**config.mk**
```make
export PLATFORM = sky130hd
export DESIGN_NAME = ctrl_decode_pipe
export DESIGN_NICKNAME = d
export VERILOG_FILES = /design/src/rtl/wisc_pkg.sv /design/src/rtl/ctrl_decode_comb.sv /design/src/rtl/ctrl_decode_pipe.sv
export SDC_FILE = /design/constraint.sdc
export NUM_CORES = 1
export LEC_CHECK = 0
export BUFFER_PORTS_ARGS = -buffer_cell sky130_fd_sc_hd__buf_2
export CAP_MARGIN = 20
export CORE_ASPECT_RATIO = 0.9
export CORE_MARGIN = 10
export CORE_UTILIZATION = 56
export DETAILED_ROUTE_END_ITERATION = 8
export GPL_TIMING_DRIVEN = 0
export PLACE_DENSITY = 0.85
export SYNTH_ARGS = -nofsm -noshare
export SYNTH_HDL_FRONTEND = slang
export SYNTH_HIERARCHICAL = 1
export SYNTH_SLANG_ARGS = --single-unit
```
**constraint.sdc**
```tcl
create_clock -name clk -period 2.6 [get_ports clk]
set_input_delay 0.39 -clock clk [delete_from_list [all_inputs] [get_ports clk]]
set_output_delay 0.39 -clock clk [all_outputs]
set_load 0.01 [all_outputs]
```
**src/rtl/wisc_pkg.sv**
```systemverilog
// Shared WISC-F24 decode definitions: opcodes, field encodings, control bundle.
package wisc_pkg;

    // 5-bit opcodes
    localparam logic [4:0] OP_HALT  = 5'b00000;
    localparam logic [4:0] OP_NOP   = 5'b00001;
    localparam logic [4:0] OP_SIIC  = 5'b00010;
    localparam logic [4:0] OP_RTI   = 5'b00011;
    localparam logic [4:0] OP_J     = 5'b00100;
    localparam logic [4:0] OP_JR    = 5'b00101;
    localparam logic [4:0] OP_JAL   = 5'b00110;
    localparam logic [4:0] OP_JALR  = 5'b00111;
    localparam logic [4:0] OP_ADDI  = 5'b01000;
    localparam logic [4:0] OP_SUBI  = 5'b01001;
    localparam logic [4:0] OP_XORI  = 5'b01010;
    localparam logic [4:0] OP_ANDNI = 5'b01011;
    localparam logic [4:0] OP_BEQZ  = 5'b01100;
    localparam logic [4:0] OP_BNEZ  = 5'b01101;
    localparam logic [4:0] OP_BLTZ  = 5'b01110;
    localparam logic [4:0] OP_BGEZ  = 5'b01111;
    localparam logic [4:0] OP_ST    = 5'b10000;
    localparam logic [4:0] OP_LD    = 5'b10001;
    localparam logic [4:0] OP_SLBI  = 5'b10010;
    localparam logic [4:0] OP_STU   = 5'b10011;
    localparam logic [4:0] OP_ROLI  = 5'b10100;
    localparam logic [4:0] OP_SLLI  = 5'b10101;
    localparam logic [4:0] OP_RORI  = 5'b10110;
    localparam logic [4:0] OP_SRLI  = 5'b10111;
    localparam logic [4:0] OP_LBI   = 5'b11000;
    localparam logic [4:0] OP_BTR   = 5'b11001;
    localparam logic [4:0] OP_ROT   = 5'b11010;
    localparam logic [4:0] OP_ALU   = 5'b11011;
    localparam logic [4:0] OP_SEQ   = 5'b11100;
    localparam logic [4:0] OP_SLT   = 5'b11101;
    localparam logic [4:0] OP_SLE   = 5'b11110;
    localparam logic [4:0] OP_SCO   = 5'b11111;

    // funct codes of the 11011 R-type group
    localparam logic [1:0] FN_SUB  = 2'b01;
    localparam logic [1:0] FN_ANDN = 2'b11;

    // write-back data select
    localparam logic [1:0] WB_PC2  = 2'b00;
    localparam logic [1:0] WB_MEM  = 2'b01;
    localparam logic [1:0] WB_ALU  = 2'b10;
    localparam logic [1:0] WB_IMM8 = 2'b11;

    // ALU B operand source
    localparam logic [1:0] B_REG  = 2'b00;
    localparam logic [1:0] B_IMM  = 2'b01;
    localparam logic [1:0] B_ZERO = 2'b11;

    // branch condition
    localparam logic [2:0] BR_NONE = 3'b000;
    localparam logic [2:0] BR_C    = 3'b001;
    localparam logic [2:0] BR_Z    = 3'b010;
    localparam logic [2:0] BR_NN   = 3'b011;
    localparam logic [2:0] BR_N    = 3'b100;
    localparam logic [2:0] BR_NZ   = 3'b101;
    localparam logic [2:0] BR_JMP  = 3'b111;

    typedef struct packed {
        logic       regWrt;
        logic       memWrt;
        logic [2:0] brchSig;
        logic       Cin;
        logic       invA;
        logic       invB;
        logic [1:0] wbDataSel;
        logic       stuSel;
        logic       immSrc;
        logic       SLBIsel;
        logic [1:0] BSrc;
        logic       zeroSel;
        logic       jalSel;
        logic       aluJmp;
        logic       sOpSel;
        logic       createDump;
    } ctrl_t;

    typedef enum logic [1:0] {ST_RUN, ST_HALTED, ST_ERR} state_t;

    // where the destination register index comes from
    typedef enum logic [1:0] {WR_I, WR_R, WR_HI, WR_LINK} wr_src_t;

endpackage

```
**src/rtl/ctrl_decode_comb.sv**
```systemverilog
// Purely combinational WISC-F24 instruction decoder.
module ctrl_decode_comb
    import wisc_pkg::*;
#(
    parameter int INSTR_W   = 16,
    parameter int REG_IDX_W = 3,
    parameter bit EN_SIIC   = 1'b1
) (
    input  logic [INSTR_W-1:0]   instr,
    output ctrl_t                ctrl,
    output logic [REG_IDX_W-1:0] wr_idx,
    output logic                 exc,
    output logic                 rti,
    output logic                 illegal
);

    logic [4:0] op;
    logic [1:0] funct;
    wr_src_t    wsrc;

    assign op    = instr[INSTR_W-1 -: 5];
    assign funct = instr[1:0];

    // opcode to control bundle; anything not listed decodes as a NOP
    always_comb begin
        ctrl    = '0;
        exc     = 1'b0;
        rti     = 1'b0;
        illegal = 1'b0;
        wsrc    = WR_I;
        case (op)
            OP_HALT: ctrl.createDump = 1'b1;
            OP_SIIC: if (EN_SIIC) exc = 1'b1; else illegal = 1'b1;
            OP_RTI:  if (EN_SIIC) rti = 1'b1; else illegal = 1'b1;
            OP_J: begin
                ctrl.brchSig = BR_JMP;
                ctrl.immSrc  = 1'b1;
            end
            OP_JR: begin
                ctrl.brchSig = BR_JMP;
                ctrl.aluJmp  = 1'b1;
                ctrl.BSrc    = B_IMM;
            end
            OP_JAL: begin
                ctrl.brchSig   = BR_JMP;
                ctrl.immSrc    = 1'b1;
                ctrl.jalSel    = 1'b1;
                ctrl.regWrt    = 1'b1;
                ctrl.wbDataSel = WB_PC2;
                wsrc           = WR_LINK;
            end
            OP_JALR: begin
                ctrl.brchSig   = BR_JMP;
                ctrl.aluJmp    = 1'b1;
                ctrl.BSrc      = B_IMM;
                ctrl.jalSel    = 1'b1;
                ctrl.regWrt    = 1'b1;
                ctrl.wbDataSel = WB_PC2;
                wsrc           = WR_LINK;
            end
            OP_ADDI, OP_SUBI, OP_XORI, OP_ANDNI,
            OP_ROLI, OP_SLLI, OP_RORI, OP_SRLI: begin
                ctrl.regWrt    = 1'b1;
                ctrl.wbDataSel = WB_ALU;
                ctrl.BSrc      = B_IMM;
                // SUBI computes imm - Rs; XORI/ANDNI zero-extend their immediate
                ctrl.Cin       = (op == OP_SUBI);
                ctrl.invA      = (op == OP_SUBI);
                ctrl.invB      = (op == OP_ANDNI);
                ctrl.zeroSel   = (op == OP_XORI) || (op == OP_ANDNI);
            end
            OP_BEQZ: begin ctrl.brchSig = BR_Z;  ctrl.BSrc = B_ZERO; end
            OP_BNEZ: begin ctrl.brchSig = BR_NZ; ctrl.BSrc = B_ZERO; end
            OP_BLTZ: begin ctrl.brchSig = BR_N;  ctrl.BSrc = B_ZERO; end
            OP_BGEZ: begin ctrl.brchSig = BR_NN; ctrl.BSrc = B_ZERO; end
            OP_ST: begin
                ctrl.memWrt = 1'b1;
                ctrl.BSrc   = B_IMM;
            end
            OP_LD: begin
                ctrl.regWrt    = 1'b1;
                ctrl.wbDataSel = WB_MEM;
                ctrl.BSrc      = B_IMM;
            end
            OP_SLBI: begin
                ctrl.regWrt    = 1'b1;
                ctrl.wbDataSel = WB_ALU;
                ctrl.SLBIsel   = 1'b1;
                ctrl.BSrc      = B_IMM;
                ctrl.zeroSel   = 1'b1;
                wsrc           = WR_HI;
            end
            OP_STU: begin
                ctrl.memWrt    = 1'b1;
                ctrl.regWrt    = 1'b1;
                ctrl.stuSel    = 1'b1;
                ctrl.wbDataSel = WB_ALU;
                ctrl.BSrc      = B_IMM;
            end
            OP_LBI: begin
                ctrl.regWrt    = 1'b1;
                ctrl.wbDataSel = WB_IMM8;
                wsrc           = WR_HI;
            end
            OP_BTR, OP_ROT, OP_ALU: begin
                ctrl.regWrt    = 1'b1;
                ctrl.wbDataSel = WB_ALU;
                ctrl.BSrc      = B_REG;
                wsrc           = WR_R;
                if (op == OP_ALU) begin
                    ctrl.Cin  = (funct == FN_SUB);
                    ctrl.invA = (funct == FN_SUB);
                    ctrl.invB = (funct == FN_ANDN);
                end
            end
            OP_SEQ, OP_SLT, OP_SLE, OP_SCO: begin
                ctrl.regWrt    = 1'b1;
                ctrl.wbDataSel = WB_ALU;
                ctrl.sOpSel    = 1'b1;
                wsrc           = WR_R;
                // compares are Rs - Rt; SCO only needs the carry of Rs + Rt
                ctrl.Cin       = (op != OP_SCO);
                ctrl.invB      = (op != OP_SCO);
            end
            default: ;
        endcase
    end

    // destination index; only register-writing opcodes name one
    always_comb begin
        wr_idx = '0;
        if (ctrl.regWrt) begin
            case (wsrc)
                WR_I:    wr_idx = REG_IDX_W'(instr[7:5]);
                WR_R:    wr_idx = REG_IDX_W'(instr[4:2]);
                WR_HI:   wr_idx = REG_IDX_W'(instr[10:8]);
                WR_LINK: wr_idx = '1;
                default: wr_idx = '0;
            endcase
        end
    end

endmodule

```
**src/rtl/ctrl_decode_pipe.sv**
```systemverilog
// Registered decode stage: valid/ready output register plus RUN/HALTED/ERR sequencing.
//
// Handshake: a word moves on any cycle where valid && ready are both high;
// the producer holds its data stable while valid && !ready, and ready never
// depends on the same-cycle valid of the other side.
module ctrl_decode_pipe
    import wisc_pkg::*;
#(
    parameter int INSTR_W   = 16,
    parameter int REG_IDX_W = 3,
    parameter bit EN_SIIC   = 1'b1
) (
    input  logic                 clk,
    input  logic                 rst,
    input  logic                 in_valid,
    output logic                 in_ready,
    input  logic [INSTR_W-1:0]   instr,
    input  logic                 flush,
    output logic                 out_valid,
    input  logic                 out_ready,
    output ctrl_t                ctrl,
    output logic [REG_IDX_W-1:0] wr_idx,
    output logic                 exc,
    output logic                 rti,
    output logic                 halted,
    output logic                 err
);

    ctrl_t                d_ctrl;
    logic [REG_IDX_W-1:0] d_wr_idx;
    logic                 d_exc;
    logic                 d_rti;
    logic                 d_illegal;
    logic                 take;
    state_t               state;
    state_t               state_next;

    ctrl_decode_comb #(
        .INSTR_W  (INSTR_W),
        .REG_IDX_W(REG_IDX_W),
        .EN_SIIC  (EN_SIIC)
    ) u_decode (
        .instr  (instr),
        .ctrl   (d_ctrl),
        .wr_idx (d_wr_idx),
        .exc    (d_exc),
        .rti    (d_rti),
        .illegal(d_illegal)
    );

    assign in_ready = (state == ST_RUN) && (!out_valid || out_ready);
    // a flush in the same cycle squashes the incoming instruction
    assign take     = in_valid && in_ready && !flush;
    assign halted   = (state == ST_HALTED);
    assign err      = (state == ST_ERR);

    // state register
    always_ff @(posedge clk) begin
        if (rst) state <= ST_RUN;
        else     state <= state_next;
    end

    // next state: flush releases HALTED, accepted HALT/illegal op leaves RUN
    always_comb begin
        state_next = state;
        if (flush) begin
            if (state == ST_HALTED) state_next = ST_RUN;
        end else if (take) begin
            if (d_illegal)                state_next = ST_ERR;
            else if (d_ctrl.createDump)   state_next = ST_HALTED;
        end
    end

    // output register: load on accept, drop on flush or consumer take
    always_ff @(posedge clk) begin
        if (rst) begin
            out_valid <= 1'b0;
            ctrl      <= '0;
            wr_idx    <= '0;
            exc       <= 1'b0;
            rti       <= 1'b0;
        end else if (flush) begin
            out_valid <= 1'b0;
        end else if (take) begin
            out_valid <= 1'b1;
            ctrl      <= d_ctrl;
            wr_idx    <= d_wr_idx;
            exc       <= d_exc;
            rti       <= d_rti;
        end else if (out_ready) begin
            out_valid <= 1'b0;
        end
    end

endmodule

```
==> summary.txt <==
Status
  • Status: complete, no violations

Clock network
  • Longest Clk Path Bufs: 2
  • # resized after CTS: 0
  • CTS tree: yes
  • Reg clk slew, reported paths: 150 ps
  • Skew-Pair Late Insertion Delay: 340 ps
  • CTS Hold Bufs: 0
  • TritonCTS Buffers: 3
  • CTS sink cnt: 28
  • CTS H-tree depth: 1
  • Post CTS Setup Buffer Count: 0
  • CTS root buf: clkbuf_4

Power and ir drop
  • Maximum VDD drop: 0.320 mV
  • Leakage power: 0.915 nW
  • Pwr Density: 435 nW/um2

Routing
  • Vias per cell: 5.36
  • Final ANT Viol Nets: 0
  • Post-Route WL: 4.26 mm
  • DR pass1 iterations: 4
  • Routed WL per cell: 14.4 um
  • Post-route DRC: 0
  • Vias: 1588
  • Drt initial violations: 82

Logic synthesis
  • Top cell type's share of synthesized area: 0.318
  • Post-synthesis async set-or-reset flop share: 0
  • Cell type with the highest aggregate area in the netlist: dfxtp_1
  • Synthesized flop and latch total: 28
  • Top FF cell, synth: dfxtp_1
  • Commonest cells post-synth: nand2b_1 (52), dfxtp_1 (28), mux2i_1 (25), nor3_1 (9), nand2_1 (8)
  • Syn Inst Count: 201
  • YS warnings: 6
  • Number of synthesized flops with an enable pin: 0
  • Syn Nets: 222
  • Top-count cell post-synth: nand2b_1
  • Area of the mapped netlist: 1760 um2
  • Register area share after synthesis: 0.318
  • Synth cell types: 43
  • Mean post-synth cell area: 8.78 um2
  • Synth top area cells: dfxtp_1 (32%), nand2b_1 (18%), mux2i_1 (14%), nor3_1 (2.6%), buf_12 (2.3%)

Worst hold path
  • HP Class: in -> reg

Floorplan
  • Starting density of the core: 0.580
  • Total die area: 5800 um2
  • Row Count: 19
  • Overall die height: 73.3 um
  • IO Count: 50
  • Core ar.: 3040 um2
  • Die Wd: 79.2 um

Global routing
  • Gr ovfl total: 0
  • Global-route wire length before repair: 7.18 mm
  • Tot GR Track Use: 0.146
  • Initial antenna violation count: 0
  • Vias in the first global route: 1596
  • Largest net degree at the start of global routing: 17

Setup path
  • CP arrival: 1800 ps
  • Cell mode on critical path: buf_2
  • Kind of critical path: in -> reg
  • CP peak stage delay: 400 ps
  • Slowest CP cell: or3_1
  • CP startpoint kind: input port
  • Critical Path End Type: register
  • CP max FO: 10
  • WP data required: 2860 ps
  • Cells along the critical path: buf_2 > buf_2 > or3_1 > nor3_1 > a31oi_1 > nor4bb_1

STA
  • Final period util: 0.593
  • Fmax: 0.648 GHz
  • Final Setup Violations: 0
  • Final worst slack: 1060 ps
  • Setup Skew: 1.50 ps
  • Tmin final: 1540 ps
  • Hold slack: 246 ps
  • Setup TNS: 0 ps
  • Max Slew Vio Count: 0
  • RSZ-0062 raised after global routing: false
  • Hold Violations, Final: 0

Cells and area
  • Final Core Density: 0.695
  • Layout cells sized above 1: 0.276
  • Layout area overhead: 19.9%
  • Antenna cell count: 0
  • Filler cell count: 269
  • Nets@finish: 276

Placement
  • IO buf count: 49
  • Dpl ws: 723 ps
  • Gp weighted congestion: 0.875
  • DP HPWL: 3.23 mm

Job
  • Number of max-cap violations: 0
## sequential cells by signal (all words and copies together) (netlist names)
| register | cells |
|---|---|
| ctrl | 20 |
| wr_idx | 3 |
| rti | 1 |
| exc | 1 |
| state | 2 |
| out_valid | 1 |
## placed cells by master, fill, tap and decap left out, types with 2 or more instances in the layout
| master | synthesis | routed |
|---|---|---|
| nor2b_1 | 2 | 2 |
| mux2i_1 | 25 | 25 |
| a41oi_1 | 3 | 3 |
| a21oi_1 | 7 | 7 |
| a32oi_1 | 3 | 3 |
| buf_2 | 4 | 53 |
| o31ai_1 | 3 | 3 |
| dfxtp_1 | 28 | 28 |
| nor2_1 | 6 | 6 |
| nand4_1 | 4 | 4 |
| buf_12 | 2 | 2 |
| clkbuf_1 | 5 | 5 |
| xor2_1 | 2 | 2 |
| and3_1 | 4 | 4 |
| nand2_1 | 8 | 8 |
| nand2b_1 | 52 | 52 |
| buf_4 | 3 | 3 |
| nor3_1 | 9 | 9 |
| inv_1 | 4 | 4 |
| clkbuf_4 | 0 | 3 |
| buf_6 | 2 | 2 |
| o21ai_0 | 3 | 3 |
## metrics by stage
stage,cells,power [W],instance area (um2)
floorplan,201,0.000584,1760
global placement,292,0.000635,2060
detailed placement,292,0.000638,2060
CTS,296,0.000922,2110
global route,296,0.000960,2110
finish,296,0.000919,2110
## path summary, 6_finish.rpt
kind / from / endpoint / slack [ps] / depth (start not counted)
min reg2reg: ctrl[1]$_SDFFE_PP0P_ / ctrl[1]$_SDFFE_PP0P_ / 480 / 2
max reg2reg: state[1]$_SDFFE_PP0P_ / ctrl[8]$_SDFFE_PP0P_ / 1260 / 5
max: instr[13] / state[0]$_SDFFE_PP0P_ / 1060 / 6
min: flush / out_valid$_SDFFE_PP0P_ / 250 / 2
## metal layers
metal / global-route usage / vias up / share of wire
li1: - / 800 / -
met1: 0.179 / 725 / 0.45
met2: 0.240 / 57 / 0.47
met3: 0.0476 / 6 / 0.070
met4: 0.0398 / 0 / 0.010
met5: 0 / - / 0
## logic make-up (layout without fill, tap and decap cells)
group,count (synthesis),count (layout),synth area share
flops,28,28,0.318
mux,25,25,0.142
compound gates,27,27,0.111
other cells,1,1,0.00213
simple gates,96,96,0.332
xor+xnor,3,3,0.0149
buf+inv,21,74,0.0808
## power by group
part           switching (W)  total [W]  internal [W]
registers         0.00000522   0.000445      0.000440
logic              0.0000996   0.000187     0.0000878
clock network       0.000131   0.000287      0.000156
## critical path: cells and delay by family
kind / cells / cell delay (ps)
buffers and inverters: 2 / 310
AND/OR/NAND/NOR: 3 / 960
AO/OA/AOI/OAI: 1 / 140
## layout make-up
cell class | count | area [um2] | share of cell area
Multi-Input combinational cell | 152 | 1060 | 0.502
Clock inverter | 1 | 30.0 | 0.0142
Tap cell | 42 | 52.6 | 0.0249
Sequential cell | 28 | 561 | 0.265
Clock buffer | 3 | 22.5 | 0.0107
Buffer | 16 | 124 | 0.0586
Inverter | 5 | 18.8 | 0.00888
Timing Repair Buffer | 49 | 245 | 0.116
Power figures use the tool's default switching activity.
